<file path="src/rtl/shiftright_iter.sv">
// Multi-cycle right shifter: shifts a WIDTH-bit operand right by up to
// STEP positions per clock, logical or arithmetic, with a start/ready
// handshake and a busy flag for ALU stalling.
module shiftright_iter #(
    parameter int WIDTH   = 32,
    parameter int STEP    = 4,
    parameter int SHAMT_W = 5
) (
    input  logic               clock,
    input  logic               reset,
    input  logic               ctrl_start,
    input  logic [WIDTH-1:0]   data_operand,
    input  logic [SHAMT_W-1:0] ctrl_shamt,
    input  logic               ctrl_arith,
    output logic [WIDTH-1:0]   data_result,
    output logic               data_resultRDY,
    output logic               ctrl_busy
);

    localparam int STEP_W = $clog2(STEP + 1);
    localparam logic [SHAMT_W-1:0] STEP_CNT = SHAMT_W'(STEP);

    typedef enum logic [1:0] {IDLE, BUSY, DONE} state_t;

    state_t             state, state_next;
    logic [WIDTH-1:0]   work, work_next;
    logic [SHAMT_W-1:0] count, count_next;
    logic               fill, fill_next;   // bit shifted into vacated MSBs
    logic [STEP_W-1:0]  step_amt;
    logic [WIDTH-1:0]   shifted;

    // Shared narrow shifter: applies at most STEP positions to the working value.
    always_comb begin
        step_amt = (count >= STEP_CNT) ? STEP_W'(STEP) : count[STEP_W-1:0];
        shifted  = (work >> step_amt)
                 | (fill ? ~({WIDTH{1'b1}} >> step_amt) : '0);
    end

    // Next-state and datapath update.
    always_comb begin
        state_next = state;
        work_next  = work;
        count_next = count;
        fill_next  = fill;
        unique case (state)
            IDLE, DONE: begin
                if (ctrl_start) begin
                    work_next  = data_operand;
                    count_next = ctrl_shamt;
                    fill_next  = ctrl_arith & data_operand[WIDTH-1];
                    state_next = (ctrl_shamt == '0) ? DONE : BUSY;
                end else begin
                    state_next = IDLE;
                end
            end
            BUSY: begin
                work_next  = shifted;
                count_next = count - SHAMT_W'(step_amt);
                state_next = (count_next == '0) ? DONE : BUSY;
            end
            default: state_next = IDLE;
        endcase
    end

    // State and working registers.
    always_ff @(posedge clock) begin
        if (reset) begin
            state <= IDLE;
            work  <= '0;
            count <= '0;
            fill  <= 1'b0;
        end else begin
            state <= state_next;
            work  <= work_next;
            count <= count_next;
            fill  <= fill_next;
        end
    end

    // Registered outputs, decoded from the state being entered; result only
    // loads on entry to DONE so it holds steady through BUSY and IDLE.
    always_ff @(posedge clock) begin
        if (reset) begin
            data_result    <= '0;
            data_resultRDY <= 1'b0;
            ctrl_busy      <= 1'b0;
        end else begin
            data_resultRDY <= (state_next == DONE);
            ctrl_busy      <= (state_next == BUSY);
            if (state_next == DONE) begin
                data_result <= work_next;
            end
        end
    end

endmodule

</file>
<file path="config.mk">
export PLATFORM = sky130hd
export DESIGN_NAME = shiftright_iter
export DESIGN_NICKNAME = d
export VERILOG_FILES = /design/src/rtl/shiftright_iter.sv
export SDC_FILE = /design/constraint.sdc
export NUM_CORES = 1
export LEC_CHECK = 0
export BUFFER_PORTS_ARGS = -buffer_cell sky130_fd_sc_hd__buf_2
export CAP_MARGIN = 20
export CORE_MARGIN = 2
export CORE_UTILIZATION = 53
export CTS_BUF_LIST = sky130_fd_sc_hd__clkbuf_4
export DETAILED_ROUTE_END_ITERATION = 12
export PLACE_DENSITY = 0.78
export SYNTH_ARGS = -nofsm -noshare
export SYNTH_HDL_FRONTEND = slang
export SYNTH_SLANG_ARGS = --single-unit
</file>
<file path="constraint.sdc">
create_clock -name clock -period 2.85 [get_ports clock]
set_input_delay 0.57 -clock clock [delete_from_list [all_inputs] [get_ports clock]]
set_output_delay 0.57 -clock clock [all_outputs]
set_load 0.01 [all_outputs]
</file>
**After elaboration in Yosys (flattened, before gate mapping)**

Cells that the tools add are included.
W data, S select, Z words.

- Flip-flop bits (word level): 74
- Bits in latches: 0
- Bits in writable memories: 0
- ROM bits: 0
- Bits of input ports: 41
- Memories: 0

- $add $sub $neg: 1
- $mul: 0
- Divide/modulo/power cells: 0
- $lt $le $gt $ge: 1
- Equal/unequal tests: 5
- Shift operators: 2
- Mux-type cells: 10
- Bitwise operators: 3
- Reductions and logical operators: 7

Operators by type and width:

| operator | count |
|---|---|
| $mux W32 | 2 |
| $pmux W32 S2 | 1 |
| $not A32 Y32 | 1 |
| $or A32 B32 Y32 | 1 |
| $shr A32 B3 Y32 | 1 |
| $shr A32 B3 Y32 const A | 1 |
| $logic_not A5 Y1 | 2 |
| $pmux W5 S2 | 1 |
| $mux W2 | 3 |
| $ge A5 B3 Y1 const B | 1 |
| $mux W5 | 1 |
| $sub A5 B3 Y5 | 1 |
| $eq A2 B1 Y1 const B | 2 |
| $eq A2 B2 Y1 const B | 2 |
| $pmux W2 S2 | 1 |
| $reduce_and A2 Y1 | 2 |
| $mux W3 | 1 |
| $logic_not A2 Y1 | 1 |
| $ne A2 B2 Y1 const B | 1 |
| $reduce_bool A2 Y1 | 1 |
| $reduce_or A2 Y1 | 1 |
| $and A1 B1 Y1 | 1 |

**Depth between registers and ports, before layout**

- Word-level depth: 7
- Mapped depth: 13
- Depth with buffers taken out: 8

**Least setup slack after synthesis**

No wires, ideal clock.

- Path type: reg-to-reg
- Start point: reg count[1]
- End point: reg data_result[0]
- Setup time: 0.123 ns
- Arrival time: 2.632 ns
- Data required time: 2.727 ns
- Path slack: 0.095 ns
- Cell stages (with the launch flop): 12
- Clock period less this slack: 2.755 ns
- Cell sequence: dfxtp_1 > buf_4 > buf_2 > clkbuf_1 > nand2_1 > ha_1 > nor4_1 > o2111ai_4 > a21o_1 > buf_6 > buf_6 > mux2_1

- Cells in the longest elaborated chain, start to end: 7
- Elaborated cells between the ends (all ways): 13
- Those cells by class: add/sub: 1; order compare: 1; eq/ne: 1; shift: 2; mux: 5; bitwise: 2; reduce/logical: 1

RTL lines:

| what | RTL line | RTL |
|---|---|---|
| start, declared | 27 | `logic [SHAMT_W-1:0] count, count_next;` |
| start signal, assigned | 75 | `count <= count_next;` |
| $ge A5 B3 Y1 | 34 | `step_amt = (count >= STEP_CNT) ? STEP_W'(STEP) : count[STEP_W-1:0];` |
| $mux W3 | 34 |  |
| $sub A5 B3 Y5 or $shr A32 B3 Y32 (tied branches) | 58, 36 |  |
| $logic_not A5 Y1 or $not A32 Y32 (tied branches) | 59, 36 |  |
| $mux W2 or $mux W32 (tied branches) | 59, 36 |  |
| $pmux W2 S2 or $or A32 B32 Y32 (tied branches) | 45, 36 |  |
| $eq A2 B2 Y1 or $pmux W32 S2 (tied branches) | 90, 45 |  |
| end signal, assigned | 91 | `data_result <= work_next;` |
| end, declared | 15 | `output logic [WIDTH-1:0] data_result,` |

Parallel ways exist; a longest one is shown, timed or not.
A chain may end at the register's enable or synchronous reset.

**Final worst setup path**

- Start point: reg count[4]
- End point: reg data_result[0]

Same word-level chain as after synthesis.

==> results by group <==
Status
  • Run status: finished clean

Final layout
  • N_diodes: 0
  • Nets@finish: 636
  • Area grow syn2layout: 12.3%
  • Fillcell total: 804
  • Proportion of layout cells with a drive suffix above 1: 25.0%

Logic synthesis
  • Synth unique cells: 54
  • Syn_nets: 577
  • Largest family of logic cells by synthesized area: compound AO/OA/AOI/OAI gates
  • Avg Inst Size Synth: 8.85 µm²
  • Yosys warnings: 0
  • Synth area leader: dfxtp_1
  • Ys async rst share: 0%
  • Synth Area in Compound Gates: 22.9%
  • Adder-cell share of the synthesized area: 0.264%
  • Sequential share of the synthesized area: 31.3%
  • Synthesized instance count: 535
  • Commonest cells post-synth: dfxtp_1 (74), mux2i_1 (52), nor2_1 (49)
  • Most common cell in the netlist: dfxtp_1
  • Post-synth top flop: dfxtp_1
  • Simple-gate share of the synthesized area: 19.2%
  • Multiplexer share of the synthesized area: 18.8%
  • Synth Register Bits: 74
  • Synth Cell Area: 0.00473 mm²
  • Yosys top cell area share: 31.3%
  • Post-synth EDFFs: 0
  • XOR/XNOR Fraction of Synth Area: 0.370%
  • Synth area leaders: dfxtp_1 (31%), mux2i_1 (11%), nor2b_1 (5.2%), a211oi_1 (4.9%), nor2_1 (3.9%)

Drt
  • First-pass iteration count of the detailed router: 5
  • Per-cell routed wire length: 18.9 µm
  • Via-to-Cell Ratio: 6.29
  • Met2 wire length: 6250 µm
  • Top sig layer: met4
  • Remaining DRCs: 0
  • WL met1: 5680 µm
  • Routed WL: 13400 µm
  • Final ANT Viol Nets: 0
  • Met3 WL post-DR: 964 µm
  • Vias: 4450
  • Violation count after the first detailed-route iteration: 410

Timing
  • Max Freq: 0.379 GHz
  • Min Tclk post-route: 2.64 ns
  • Tightest Pin Transition: 0.795 ns
  • Relative slew slack: 46.9%
  • Setup Skew: 0.0126 ns
  • Final Max Slew Viols: 0
  • Setup TNS: 0 ns
  • RSZ-0062 raised after global routing: no
  • Final setup viols: 0
  • Final period util: 92.6%
  • Final hold violations: 0
  • Final setup margin: 0.211 ns
  • Worst Hold Slack: 0.368 ns

Clock tree
  • Clock Sinks: 74
  • Clock Latency Late Sink: 0.45 ns
  • Worst-case clock buffer depth: 2
  • CTS tree: built
  • Post-CTS Setup Bufs: 0
  • Num CTS Buffers: 9
  • Reg clk slew, reported paths: 0.14 ns
  • CTS resizes: 0
  • Hold bufs inserted after CTS: 0
  • Clock Tree Root: clkbuf_4
  • Clock H-tree levels: 3

Setup path
  • Data required, critical path: 3.20 ns
  • Crit Path Class: flip-flop to flip-flop
  • Critical path launch point type: flip-flop
  • CP top delay family: compound AO/OA/AOI/OAI gates
  • CP arrival: 2.99 ns
  • Critical path capture point type: flip-flop
  • Worst-path cell chain: or3_1 -> nand2_1 -> ha_1 -> o21ai_0 -> a21oi_1 -> o2111ai_4 -> a21o_1 -> buf_4 -> mux2_1
  • Crit-path max FO: 24
  • Bufs and invs on worst path: 1
  • Slowest CP cell: or3_1
  • Slowest cell delay on critical path: 0.39 ns

Global route
  • Initial antenna violation count: 0
  • Vias in the first global route: 4189
  • Global route overflow: 0
  • Largest net degree at the start of global routing: 75
  • First-pass GRT wire length: 21200 µm
  • Total track usage: 27.2%

Die
  • Num rows: 34
  • Die H: 98.5 µm
  • Initial Utilization: 54.5%
  • Core ar.: 0.00868 mm²
  • Die width: 98.5 µm
  • Top Ports: 75
  • Die area: 0.00970 mm²

Worst hold path
  • Class of the worst hold path: input pin to flip-flop

Placed design
  • # port buffers: 74
  • Detailed placement HPWL: 9180 µm
  • Final GP Congestion: 0.934
  • Place WS: 0.254 ns

Pwr
  • Peak supply drop: 289 µV
  • Leak pwr: 2.16 nW
  • PwrDens: 553 mW/mm²

Flow run
  • Max cap viols: 0
[report_power, final]
part | switching (mW) | total [mW] | internal [mW]
Combinational | 0.519 | 0.890 | 0.371
Clock | 0.428 | 0.790 | 0.362
Sequential | 0.133 | 1.26 | 1.13
Total | 1.08 | 2.94 | 1.86
[per-stage QoR]
stage | std cells | area, µm² | utilization (%) | power (mW)
2_1_floorplan | 535 | 4730 | - | 1.90
3_3_place_gp | 691 | 5150 | 59.3 | 2.11
3_5_place_dp | 691 | 5150 | 59.3 | 2.14
4_1_cts | 707 | 5320 | 61.3 | 2.92
5_1_grt | 707 | 5320 | 61.3 | 3.07
6_report | 707 | 5320 | 61.3 | 2.94
[placed cells by master (no fill, tap or decap), drive strengths merged, types with 7 or more instances in the layout]
master / synthesis / final
nand2: 34 / 34
and3: 8 / 8
buf: 25 / 98
o21ai: 13 / 13
mux2: 29 / 29
inv: 15 / 17
dfxtp: 74 / 74
nor2b: 39 / 39
a2111oi: 15 / 15
clkbuf: 25 / 9
mux2i: 52 / 52
nor2: 50 / 50
a211oi: 31 / 31
a221oi: 16 / 16
o311ai: 7 / 7
nor3: 14 / 14
a21oi: 36 / 36
[path summary, 6_finish.rpt]
kind,start,end,slack [ns],cells after the start
worst min register to register,data_result[5],data_result[5],0.47,2
worst min-delay path,ctrl_shamt[0],count[0],0.37,3
worst max-delay path,count[4],data_result[0],0.21,9
worst max register to register,count[4],data_result[0],0.21,9
[flip-flops by register name, indices dropped and copies added, names as in the netlist]
register	count
state	2
fill	1
data_resultRDY	1
data_result	32
count	5
ctrl_busy	1
work	32
[logic make-up (layout without fill, tap and decap cells)]
logic type	Yosys count	in the layout
DFF	74	74
AOI/OAI and AO/OA	140	140
and+or+nand+nor	171	171
buffers and inverters	65	129
muxes	81	81
other	1	1
adders and majority gates	1	1
xor gates and xnor gates	2	2
[area by class of cell]
cell class / instances / area [µm²] / area share, %
clock buffers: 9 / 67.6 / 1.27
clock inverters: 7 / 101 / 1.91
inverters: 15 / 56.3 / 1.06
multi-input cells: 396 / 2910 / 54.8
flip-flops and latches: 74 / 1480 / 27.9
well taps: 108 / 135 / 2.54
repair buffers: 98 / 563 / 10.6
[worst register-to-register path, delay by kind of cell (launching register included)]
family	cells	cell delay, ns
AO/OA/AOI/OAI	4	0.83
adder cells (fa/ha/maj)	1	0.28
AND/OR/NAND/NOR	2	0.49
buffers and inverters	1	0.24
multiplexers	1	0.37
flip-flops	1	0.33
[layer usage]
layer,global-route usage (%),vias up
met5,0,-
li1,-,2082
met2,44.8,232
met4,12.6,0
met3,4.54,45
met1,34.8,2091
No activity file was read; power rests on OpenSTA's default activity.
